## src/rtl/min_distance_tracker.sv

```systemverilog
// min_distance_tracker: nearest-point reduction after the Manhattan
// distance unit; tracks running minimum, its index and query flags.
module min_distance_tracker #(
  parameter int IDX_W = 4
) (
  input  logic             clk,
  input  logic             rst_n,
  input  logic             ena,
  input  logic             start,
  input  logic             in_valid,
  output logic             in_ready,
  input  logic             in_last,
  input  logic [3:0]       dist_high,
  input  logic [3:0]       dist_low,
  output logic             out_valid,
  input  logic             out_ready,
  output logic [3:0]       min_high,
  output logic [3:0]       min_low,
  output logic [IDX_W-1:0] min_idx,
  output logic [IDX_W:0]   count,
  output logic             zero_hit,
  output logic             trunc
);

  typedef enum logic [1:0] {
    IDLE  = 2'd0,
    ACCUM = 2'd1,
    DONE  = 2'd2
  } state_t;

  localparam logic [IDX_W:0] CAP_M1 = {1'b0, {IDX_W{1'b1}}};

  state_t     state;
  logic [7:0] min_q;
  logic [7:0] d;
  logic       accept;
  logic       cap_hit;

  assign d         = {dist_high, dist_low};
  assign in_ready  = (state == ACCUM);
  assign out_valid = (state == DONE);
  assign min_high  = min_q[7:4];
  assign min_low   = min_q[3:0];
  assign accept    = in_valid & in_ready;
  assign cap_hit   = (count == CAP_M1);

  // query FSM plus running-minimum datapath; start overrides everything
  always_ff @(posedge clk or negedge rst_n) begin
    if (!rst_n) begin
      state    <= IDLE;
      min_q    <= 8'hFF;
      min_idx  <= '0;
      count    <= '0;
      zero_hit <= 1'b0;
      trunc    <= 1'b0;
    end else if (ena) begin
      if (start) begin
        state    <= ACCUM;
        min_q    <= 8'hFF;
        min_idx  <= '0;
        count    <= '0;
        zero_hit <= 1'b0;
        trunc    <= 1'b0;
      end else begin
        case (state)
          ACCUM: begin
            if (accept) begin
              if (d < min_q) begin
                min_q   <= d;
                min_idx <= count[IDX_W-1:0];
              end
              if (d == 8'h00) zero_hit <= 1'b1;
              count <= count + 1'b1;
              if (in_last) begin
                state <= DONE;
                trunc <= 1'b0;
              end else if (cap_hit) begin
                state <= DONE;
                trunc <= 1'b1;
              end
            end
          end
          DONE: begin
            if (out_ready) state <= IDLE;
          end
          default: state <= IDLE;
        endcase
      end
    end
  end

endmodule

```

## config.mk

```make
export PLATFORM = sky130hd
export DESIGN_NAME = min_distance_tracker
export DESIGN_NICKNAME = d
export VERILOG_FILES = /design/src/rtl/min_distance_tracker.sv
export SDC_FILE = /design/constraint.sdc
export NUM_CORES = 1
export LEC_CHECK = 0
export ABC_CLOCK_PERIOD_IN_PS = 2200
export CAP_MARGIN = 20
export CORE_MARGIN = 5
export CORE_UTILIZATION = 35
export DETAILED_ROUTE_END_ITERATION = 10
export PLACE_DENSITY = 0.65
export SYNTH_ARGS = -nofsm -noshare
export SYNTH_HDL_FRONTEND = slang
export SYNTH_SLANG_ARGS = --single-unit
```

## constraint.sdc

```tcl
create_clock -name clk -period 2.2 [get_ports clk]
set_input_delay 0.22 -clock clk [delete_from_list [all_inputs] [get_ports clk]]
set_output_delay 0.22 -clock clk [all_outputs]
set_load 0.03 [all_outputs]
```

==> summary.txt <==
TIMING
----------------------------------------------------------------------------------
Setup violations, final                                                          0
Part of the cycle the worst path needs                                       0.915
Final Slew Violations                                                            0
Final Critical Period                                                      2.01 ns
Post-route worst setup slack                                              0.188 ns
Slew at the pin closest to its max-slew limit                             0.680 ns
Hold_ws                                                                   0.367 ns
Final clock skew                                                        0.00269 ns
Hold Vio Cnt, Final                                                              0
Post-Route Setup TNS                                                          0 ns
RSZ-0062 raised after global routing                                         false
Relative slew margins                                                        0.545
Maximum clock frequency                                                    497 MHz

DIE
----------------------------------------------------------------------------------
Area of the core                                                          4000 um2
Top-level port count                                                            36
Die width                                                                  74.1 um
Initial cell density of the core                                             0.360
Die H                                                                      74.1 um
Overall die area                                                          5500 um2
Row Count                                                                       23

LAYOUT
----------------------------------------------------------------------------------
Number of non-filler instances in the completed layout                         244
Post-layout instance area                                                 1900 um2
# nets final                                                                   219
Ratio of cells with drive above 1 in the final layout                        0.160
Utilization after layout                                                     0.475
Inserted Diodes                                                                  0
Fill cell instance count of the final layout                                   360
Signed area change from the synthesized netlist to the final layout          32.1%

LOGIC SYNTHESIS
----------------------------------------------------------------------------------
Share of the synthesized area in the top cell type                           0.226
Sequential-to-total area share from yosys stat                               0.372
Ranking of synthesized cells by area                                  dfrtp_1 (23%), dfstp_2 (15%), ha_1 (7.8%)
Net count after synthesis                                                      176
Per-instance average area after synthesis                                 9.47 um2
Flip-flop and latch count after synthesis                                       21
Library cell occupying the most area in the post-synthesis netlist         dfrtp_1
Main flop type after synthesis                                             dfrtp_1
Number of warnings reported in the yosys synthesis log                           0
Post-synth EDFFs                                                                 0
Distinct cell type count of the synthesized netlist                             40
Mapped Cells                                                                   152
Share of synthesized registers carrying an async set or reset                 1.00
Mapped cell area                                                          1440 um2

GRT
----------------------------------------------------------------------------------
Wire length of the first global-routing pass                               6.25 mm
Global-route usage over all layers                                           0.144
Pin count of the biggest net entering global routing                            19
Initial antenna violation count                                                  0
Via count of the first global-routing pass                                   1,283
Total overflow reported by the global router                                     0

DETAILED ROUTING
----------------------------------------------------------------------------------
Routed via count                                                             1,321
Number of nets with antenna violations after detailed routing                    0
DRC violation total after the first TritonRoute iteration                      101
Vias per std cell                                                             5.41
First-pass detailed-route iteration total                                        4
Final routed wire length divided by cell count                             15.8 um
DRT Wirelength                                                             3.85 mm
Number of remaining DRC errors                                                   0

PLACEMENT
----------------------------------------------------------------------------------
Cell count after placement                                                     240
Placed cell areas                                                         1860 um2
Worst setup slack before clock tree synthesis                            0.0214 ns
Buffers on Ports                                                                35
Detailed placement HPWL                                                    3.01 mm
Routability congestion estimate                                              0.869

POWER
----------------------------------------------------------------------------------
Max IR drop VDD                                                           0.439 mV
Static Leak                                                               0.833 nW
PD cells                                                                734 nW/um2
Post-route total power                                                     1.40 mW

CRITICAL PATH
----------------------------------------------------------------------------------
Critical path endpoint category                                               flop
Worst Setup Start Kind                                                        flop
Arrival @ worst endpoint                                                   2.21 ns
Worst Setup Path Type                                                 flop to flop
Required time worst endpoint                                               2.40 ns
CP max FO                                                                        4

CLOCK NETWORK
----------------------------------------------------------------------------------
Clk sinks                                                                       21
Clock network latency to the later pin of the worst-skew pair              0.26 ns
Clock root buffer master                                                  clkbuf_8
Post-CTS resize count                                                            0
Clock slew at reported path FFs                                            0.08 ns
H-tree levels                                                                    1
Hold bufs inserted after CTS                                                     0
Clock tree from TritonCTS                                                     done
Clock Path Buffers                                                               2
Post-CTS Repair Setup Buffers                                                    0
Total clock buffers created by CTS                                               3

MIN PATH
----------------------------------------------------------------------------------
Hold Crit Class                                                       input pin to asynchronous set/reset pin

FLOW RUN
----------------------------------------------------------------------------------
Max-Cap Viols                                                                    0

RUN STATUS
----------------------------------------------------------------------------------
Run status                                                            finished, final reports clean

-- power breakdown --
part           internal, mW  switching, mW  total (mW)
combinational         0.262          0.347       0.609
clock                 0.129          0.132       0.262
sequential            0.463         0.0628       0.525
total                 0.854          0.542        1.40
-- final timing paths --
path / from / to / slack (ns) / cells past startpoint
min in group clk: trunc / trunc / 0.52 / 2
max in group asynchronous: rst_n / min_q[0] / 1.21 / 2
max: min_q[2] / min_idx[1] / 0.19 / 7
min: rst_n / min_idx[2] / 0.37 / 1
max reg2reg: min_q[2] / min_idx[1] / 0.19 / 7
min reg2reg: trunc / trunc / 0.52 / 2
-- Yosys cell counts, types with 2 or more instances --
library cell  instances
ha_1                  9
o211ai_1              2
a311o_1               4
nand4_1               4
a311oi_1              3
and2_1                5
clkbuf_8              3
o21ai_2               2
o22ai_1               4
buf_6                 2
nand2_1               5
o21ai_0               5
nor4_1                2
inv_1                17
a211oi_1              6
nor2_1               18
o21a_1                3
o2111a_1              5
dfrtp_1              13
dfstp_2               8
a21oi_1               8
a22oi_1               5
clkbuf_1              2
-- final cells by class --
class | count | area, um2 | area share
multi-input cells | 107 | 769 | 0.405
inverters | 17 | 63.8 | 0.0336
well taps | 50 | 62.6 | 0.0329
flip-flops and latches | 21 | 536 | 0.282
repair buffers | 45 | 425 | 0.224
clock buffers | 4 | 45.0 | 0.0237
-- registers in the layout, indices dropped and copies added (netlist names) --
signal and cells:
min_idx 4, trunc 1, count 5, zero_hit 1
state 2, min_q 8
-- per-layer routing --
metal	global-route usage	part of all wire	vias to the layer above
li1	-	-	655
met1	0.196	0.47	640
met2	0.238	0.49	24
met3	0.0311	0.035	2
met4	0.0241	0.0044	0
met5	0	0	-
-- placed cells by master (no fill, tap or decap), drive strengths merged, types with 5 or more instances in the layout --
master	Yosys	final
nor2	18	18
a211oi	7	7
buf	2	10
clkdlybuf4s50	0	35
o21ai	8	8
ha	9	9
o21a	5	5
inv	17	17
dfstp	8	8
o2111a	5	5
and2	6	6
a21oi	9	9
a22oi	5	5
dfrtp	13	13
nand2	5	5
-- logic make-up (layout without fill, tap and decap cells) --
group           after synthesis  count (layout)  share of synthesized area
simple gates                 41              41                      0.144
flops                        21              21                      0.372
fa+ha+maj                     9               9                     0.0782
compound gates               57              57                      0.312
buf+inv                      24              66                     0.0938
-- critical path, cell delays in order, from the launching register on --
cell and delay, ns:
dfstp_2 0.55, inv_1 0.06, ha_1 0.31, a211oi_2 0.25, o21ai_0 0.15, buf_4 0.17, a211oi_1 0.30, a311o_1 0.16
(Power assumes the default switching activity.)
